## src/rtl/mem_pkg.sv

```systemverilog
// mem_pkg: shared unit-select codes, address fields and FSM state for the memory-mapped units.
package mem_pkg;
  typedef enum logic [3:0] {
    MainMemEn    = 4'd0,
    RegisterEn   = 4'd1,
    InstrMemEn   = 4'd2,
    MatrixAluEn  = 4'd3,
    IntegerAluEn = 4'd4,
    ExecuteEn    = 4'd5
  } unit_e;
  localparam int SEL_MSB = 15;
  localparam int SEL_LSB = 12;
  localparam int IDX_W   = 12;
  localparam int LANE_W  = 32;
  typedef enum logic {CLEAR, READY} state_e;
endpackage

```

## src/rtl/mem_read_pipe.sv

```systemverilog
// mem_read_pipe: LAT-deep valid+data shift register; output data holds between valid pulses.
module mem_read_pipe #(
  parameter int W   = 256,
  parameter int LAT = 1
) (
  input  logic         clk,
  input  logic         rst,
  input  logic         in_valid,
  input  logic [W-1:0] in_data,
  output logic         out_valid,
  output logic [W-1:0] out_data
);
  logic [LAT-1:0] v;
  logic [W-1:0]   d [LAT];
  always_ff @(posedge clk) begin
    if (rst) begin
      v <= '0;
      for (int i = 0; i < LAT; i++) d[i] <= '0;
    end else begin
      v <= LAT'({v, in_valid});
      if (in_valid) d[0] <= in_data;
      for (int i = 1; i < LAT; i++) if (v[i-1]) d[i] <= d[i-1];
    end
  end
  assign out_valid = v[LAT-1];
  assign out_data  = d[LAT-1];
endmodule

```

## src/rtl/main_memory_ctrl.sv

```systemverilog
// main_memory_ctrl: cleared-on-reset main memory with pipelined reads and range checking.
// Optional MAIN_MEM_LANE_MASK_EN adds the LaneMask port for per-32-bit-lane writes.
module main_memory_ctrl
  import mem_pkg::*;
#(
  parameter int DATA_W   = 256,
  parameter int DEPTH    = 4,
  parameter int SEL_ID   = int'(MainMemEn),
  parameter int READ_LAT = 1
) (
  input  logic                     Clk,
  input  logic                     Reset,
  input  logic [15:0]              address,
  input  logic                     nRead,
  input  logic                     nWrite,
  input  logic [DATA_W-1:0]        ExecDataOut,
`ifdef MAIN_MEM_LANE_MASK_EN
  input  logic [DATA_W/LANE_W-1:0] LaneMask,
`endif
  output logic [DATA_W-1:0]        MemDataOut,
  output logic                     MemValid,
  output logic                     Busy,
  output logic                     AddrErr
);
  localparam int LANES = DATA_W / LANE_W;
  localparam int AW    = DEPTH > 1 ? $clog2(DEPTH) : 1;
  state_e            state;
  logic [AW-1:0]     cnt;
  logic [DATA_W-1:0] mem [DEPTH];
  logic [IDX_W-1:0]  idx;
  logic [AW-1:0]     a;
  logic              acc, rd, wr, in_range;
  logic [DATA_W-1:0] rdata, wbits;
  logic [LANES-1:0]  lanes;
  assign idx      = address[IDX_W-1:0];
  assign a        = idx[AW-1:0];
  assign in_range = {1'b0, idx} < (IDX_W+1)'(DEPTH);
  assign acc      = !Busy && address[SEL_MSB:SEL_LSB] == 4'(SEL_ID);
  assign rd       = acc && !nRead;
  assign wr       = acc && !nWrite;
  assign rdata    = in_range ? mem[a] : '0;
`ifdef MAIN_MEM_LANE_MASK_EN
  assign lanes = LaneMask;
`else
  assign lanes = '1;
`endif
  for (genvar l = 0; l < LANES; l++) begin : g_lane
    assign wbits[l*LANE_W +: LANE_W] = {LANE_W{lanes[l]}};
  end
  always_ff @(posedge Clk) begin
    if (!Reset) begin
      if (state == CLEAR) mem[cnt] <= '0;
      else if (wr && in_range) mem[a] <= (mem[a] & ~wbits) | (ExecDataOut & wbits);
    end
  end
  always_ff @(posedge Clk) begin
    if (Reset) begin
      state   <= CLEAR;
      cnt     <= '0;
      Busy    <= 1'b1;
      AddrErr <= 1'b0;
    end else begin
      AddrErr <= (rd || wr) && !in_range;
      if (state == CLEAR) begin
        cnt <= cnt + 1'b1;
        if (cnt == AW'(DEPTH - 1)) begin
          state <= READY;
          Busy  <= 1'b0;
        end
      end
    end
  end
  mem_read_pipe #(.W(DATA_W), .LAT(READ_LAT)) u_pipe (
    .clk      (Clk),
    .rst      (Reset),
    .in_valid (rd),
    .in_data  (rdata),
    .out_valid(MemValid),
    .out_data (MemDataOut)
  );
endmodule

```

## config.mk

```make
export PLATFORM = sky130hd
export DESIGN_NAME = main_memory_ctrl
export DESIGN_NICKNAME = d
export VERILOG_FILES = /design/src/rtl/mem_pkg.sv /design/src/rtl/mem_read_pipe.sv /design/src/rtl/main_memory_ctrl.sv
export SDC_FILE = /design/constraint.sdc
export NUM_CORES = 1
export LEC_CHECK = 0
export ABC_CLOCK_PERIOD_IN_PS = 25000
export CAP_MARGIN = 25
export CORE_MARGIN = 4
export CORE_UTILIZATION = 55
export CTS_CLUSTER_SIZE = 10
export DETAILED_ROUTE_END_ITERATION = 6
export PLACE_DENSITY = 0.78
export REMOVE_ABC_BUFFERS = 1
export SLEW_MARGIN = 30
export SYNTH_ARGS = -nofsm -noshare
export SYNTH_HDL_FRONTEND = slang
export SYNTH_SLANG_ARGS = --single-unit
```

## constraint.sdc

```tcl
create_clock -name Clk -period 25 [get_ports Clk]
set_clock_uncertainty 0.05 [all_clocks]
set_input_delay 2.5 -clock Clk [delete_from_list [all_inputs] [get_ports Clk]]
set_output_delay 2.5 -clock Clk [all_outputs]
set_load 0.005 [all_outputs]
```

==> impl_metrics.py <==
metrics = {
    "run_status": {
        "outcome": "complete, no violations",
    },
    "timing": {
        "hold_viol_final": 0,
        "post-route-period-util_pct": 28.1,
        "fmax_mhz": 142,
        "slew-limit-headroom_pct": 35.4,
        "setup_ws_ps": 17980,
        "fin_crit_ps": 7020,
        "tightest_slew_ps": 969,
        "drv_slew": 0,
        "setup_tns_ps": 0,
        "setup_viol": 0,
        "rsz0062_at_grt": "false",
    },
    "grt": {
        "grt_pass1_vias": 27025,
        "grt_max_degree": 133,
        "overflow": 0,
        "grt_use_total_pct": 22.5,
        "grt_pass1_wl_um": 167000,
        "antenna_found_initial": 3,
    },
    "detailed_routing": {
        "drtIter0Drc": 2553,
        "postRouteAntennaNets": 0,
        "drt-wirelength-per-cell_um": 25.5,
        "drt_first_pass_iters": 5,
        "totalWireLength_um": 111000,
        "vias": 25390,
        "drt-vias-per-instance": 5.82,
        "drc": 0,
    },
    "cells_and_area": {
        "layout_common_cells": "edfxtp_1 (1280), clkdlybuf4s50_1 (532), inv_1 (257)",
        "area_delta_synth_final_pct": 20.3,
        "final_nets": 3355,
        "drive_above_1_share_pct": 28.6,
        "layout_commonest_cell": "edfxtp_1",
    },
    "clock_network": {
        "clkTransAtPathRegs_ps": 50,
        "numCtsBuffers": 146,
        "postCtsSetupBuffers": 0,
        "cts_sinks": 1286,
        "cts_tree": "done",
        "ctsResizeCount": 0,
        "clock_latency_ps": 700,
        "clockRootBuffer": "clkbuf_16",
        "cts_buffer_depth": 3,
        "htreeDepth": 4,
        "cts-hold-fix-buffers": 0,
    },
    "pwr": {
        "leakagePower_nw": 20.7,
        "vdd_ir_drop_max_v": 0.0000535,
        "power_density_mw_per_mm2": 75.4,
    },
    "hold_path": {
        "hold_path_depth": 1,
        "hp-start": "Busy$_SDFFE_PP1P_",
        "min_path_type": "flop to flop",
    },
    "floorplanning": {
        "initial_core_util_pct": 55.5,
        "die_area_mm2": 0.0991,
        "die_w_um": 315,
        "core_area_mm2": 0.0933,
        "row_count": 112,
        "num_io_pins": 535,
        "die_h_um": 315,
    },
    "placement": {
        "dp_hpwl_um": 65100,
        "gp_congestion": 0.774,
        "place.port_buffers": 534,
        "preCtsSetupSlack_ps": 17260,
    },
    "critical_path": {
        "reg2regPathDepth": 6,
        "crit_slowest_cell": "buf_4",
        "crit-reg2reg-launch": "Busy$_SDFFE_PP1P_",
        "critPathArrivalTime_ps": 7290,
        "cp_common_cell": "buf_4",
        "worstPathRequired_ps": 25270,
        "worst-setup-path-type": "primary input to flop",
        "startpoint_type": "primary input",
        "cp_slowest_stage_delay_ps": 880,
        "end_kind": "flop",
        "cpLargestDelayFamily": "buffers and inverters",
        "cp.buffers_inverters": 4,
        "crit_cells": 7,
        "worstPathCellList": "clkdlybuf4s50_1 -> nor4_1 -> nand3_4 -> o22ai_4 -> buf_4 -> buf_4 -> buf_4",
        "critical_path.max_fanout": 62,
        "worstSetupStartpoint": "address[10]",
    },
    "synth": {
        "synth_cells": 2522,
        "syn_area_per_cell_um2": 20.5,
        "ys_seq_elements": 1286,
        "ys_types": 33,
        "yosys_warnings": 0,
        "syn_area_mm2": 0.0518,
        "synth_seq_area_share_pct": 74.4,
    },
    "run": {
        "drv_cap": 0,
    },
}
==> power by group <==
group          switching, mW  internal [mW]
Sequential            0.0347           2.51
Combinational          0.175          0.158
Clock                  0.754           1.07
==> cells by family (layout without fill, tap and decap cells) <==
kind of cell	after synthesis	count (layout)	synth area share (%)
other	0	2	0
adders and majority gates	1	1	0.0242
AOI/OAI and AO/OA	8	8	0.111
xor gates and xnor gates	1	1	0.0169
buffers and inverters	430	1011	3.68
muxes	257	257	11.2
and+or+nand+nor	539	539	10.6
DFF	1286	1286	74.4
==> routing by layer <==
metal | vias up | track usage, % | part of all wire, %
met5 | - | 0 | 0
met4 | 0 | 7.42 | 2.7
met3 | 173 | 5.28 | 8.1
met2 | 1091 | 36.4 | 50
met1 | 13170 | 30.7 | 39
li1 | 10956 | - | -
==> sequential cells by signal (all words and copies together) (netlist names) <==
register          cells
cnt                   2
u_pipe.d            256
mem                1024
u_pipe.out_valid      1
Busy                  1
AddrErr               1
state                 1
==> path summary, 6_finish.rpt <==
check                                        endpoint  slack [ps]
worst min register to register      Busy$_SDFFE_PP1P_         520
worst min-delay path                Busy$_SDFFE_PP1P_         520
worst max register to register  mem[2][190]$_DFFE_PP_       20660
worst max-delay path            mem[2][190]$_DFFE_PP_       17980
==> Yosys cell counts <==
master,n,area [um^2]
nor3b_2,209,2620
clkbuf_4,4,30.0
o22ai_1,1,6.26
nor2_1,9,33.8
mux4_2,256,5770
nor4bb_1,1,10.0
nand3_1,4,20.0
nand4b_1,2,17.5
buf_1,8,30.0
clkbuf_1,39,146
a21o_1,2,15.0
xor2_1,1,8.76
nand2b_1,2,12.5
edfxtp_1,1280,38400
nor4_1,1,6.26
inv_1,257,965
buf_4,30,225
dfxtp_1,6,120
mux2i_1,1,10.0
buf_2,84,420
nand3b_2,1,11.3
nand3b_1,1,7.51
ha_1,1,12.5
nor4_4,1,21.3
o31ai_1,3,22.5
nor3_2,211,2110
nor3_1,46,230
nand2_1,3,11.3
buf_6,8,90.1
a311oi_1,1,8.76
o21ai_0,1,5.00
nor4_2,1,12.5
nor3b_1,47,353
==> worst reg2reg max path, cell delays in order (launching register included) <==
cell     delay (ps)
dfxtp_1         360
nor4_4          520
nand3_1         220
o22ai_4         160
buf_4           800
buf_4           900
buf_4           860
==> cell type report <==
type                       count  area (um^2)
antenna                        2         5.00
clock buffer                 168         3840
clock inverter                 5         53.8
fill                        5922        31000
inverter                     257          965
multi-input combinational    806        11400
sequential                  1286        38600
tap                         1254         1570
timing repair buffer         581         5890
==> stage by stage <==
| stage | hold slack [ps] | cells | instance area (um^2) | power (mW) | utilization [%] |
|---|---|---|---|---|---|
| 3_5_place_dp | 507 | 4181 | 58300 | 2.92 | 62.5 |
| 2_1_floorplan | 480 | 2349 | 50900 | 2.89 | - |
| 4_1_cts | 521 | 4354 | 62200 | 4.74 | 66.6 |
| 3_3_place_gp | 495 | 4179 | 58200 | 2.91 | 62.4 |
| 6_report | 519 | 4359 | 62300 | 4.70 | 66.7 |
| 5_1_grt | 542 | 4358 | 62300 | 4.85 | 66.7 |
Power figures use the tool's default switching activity.
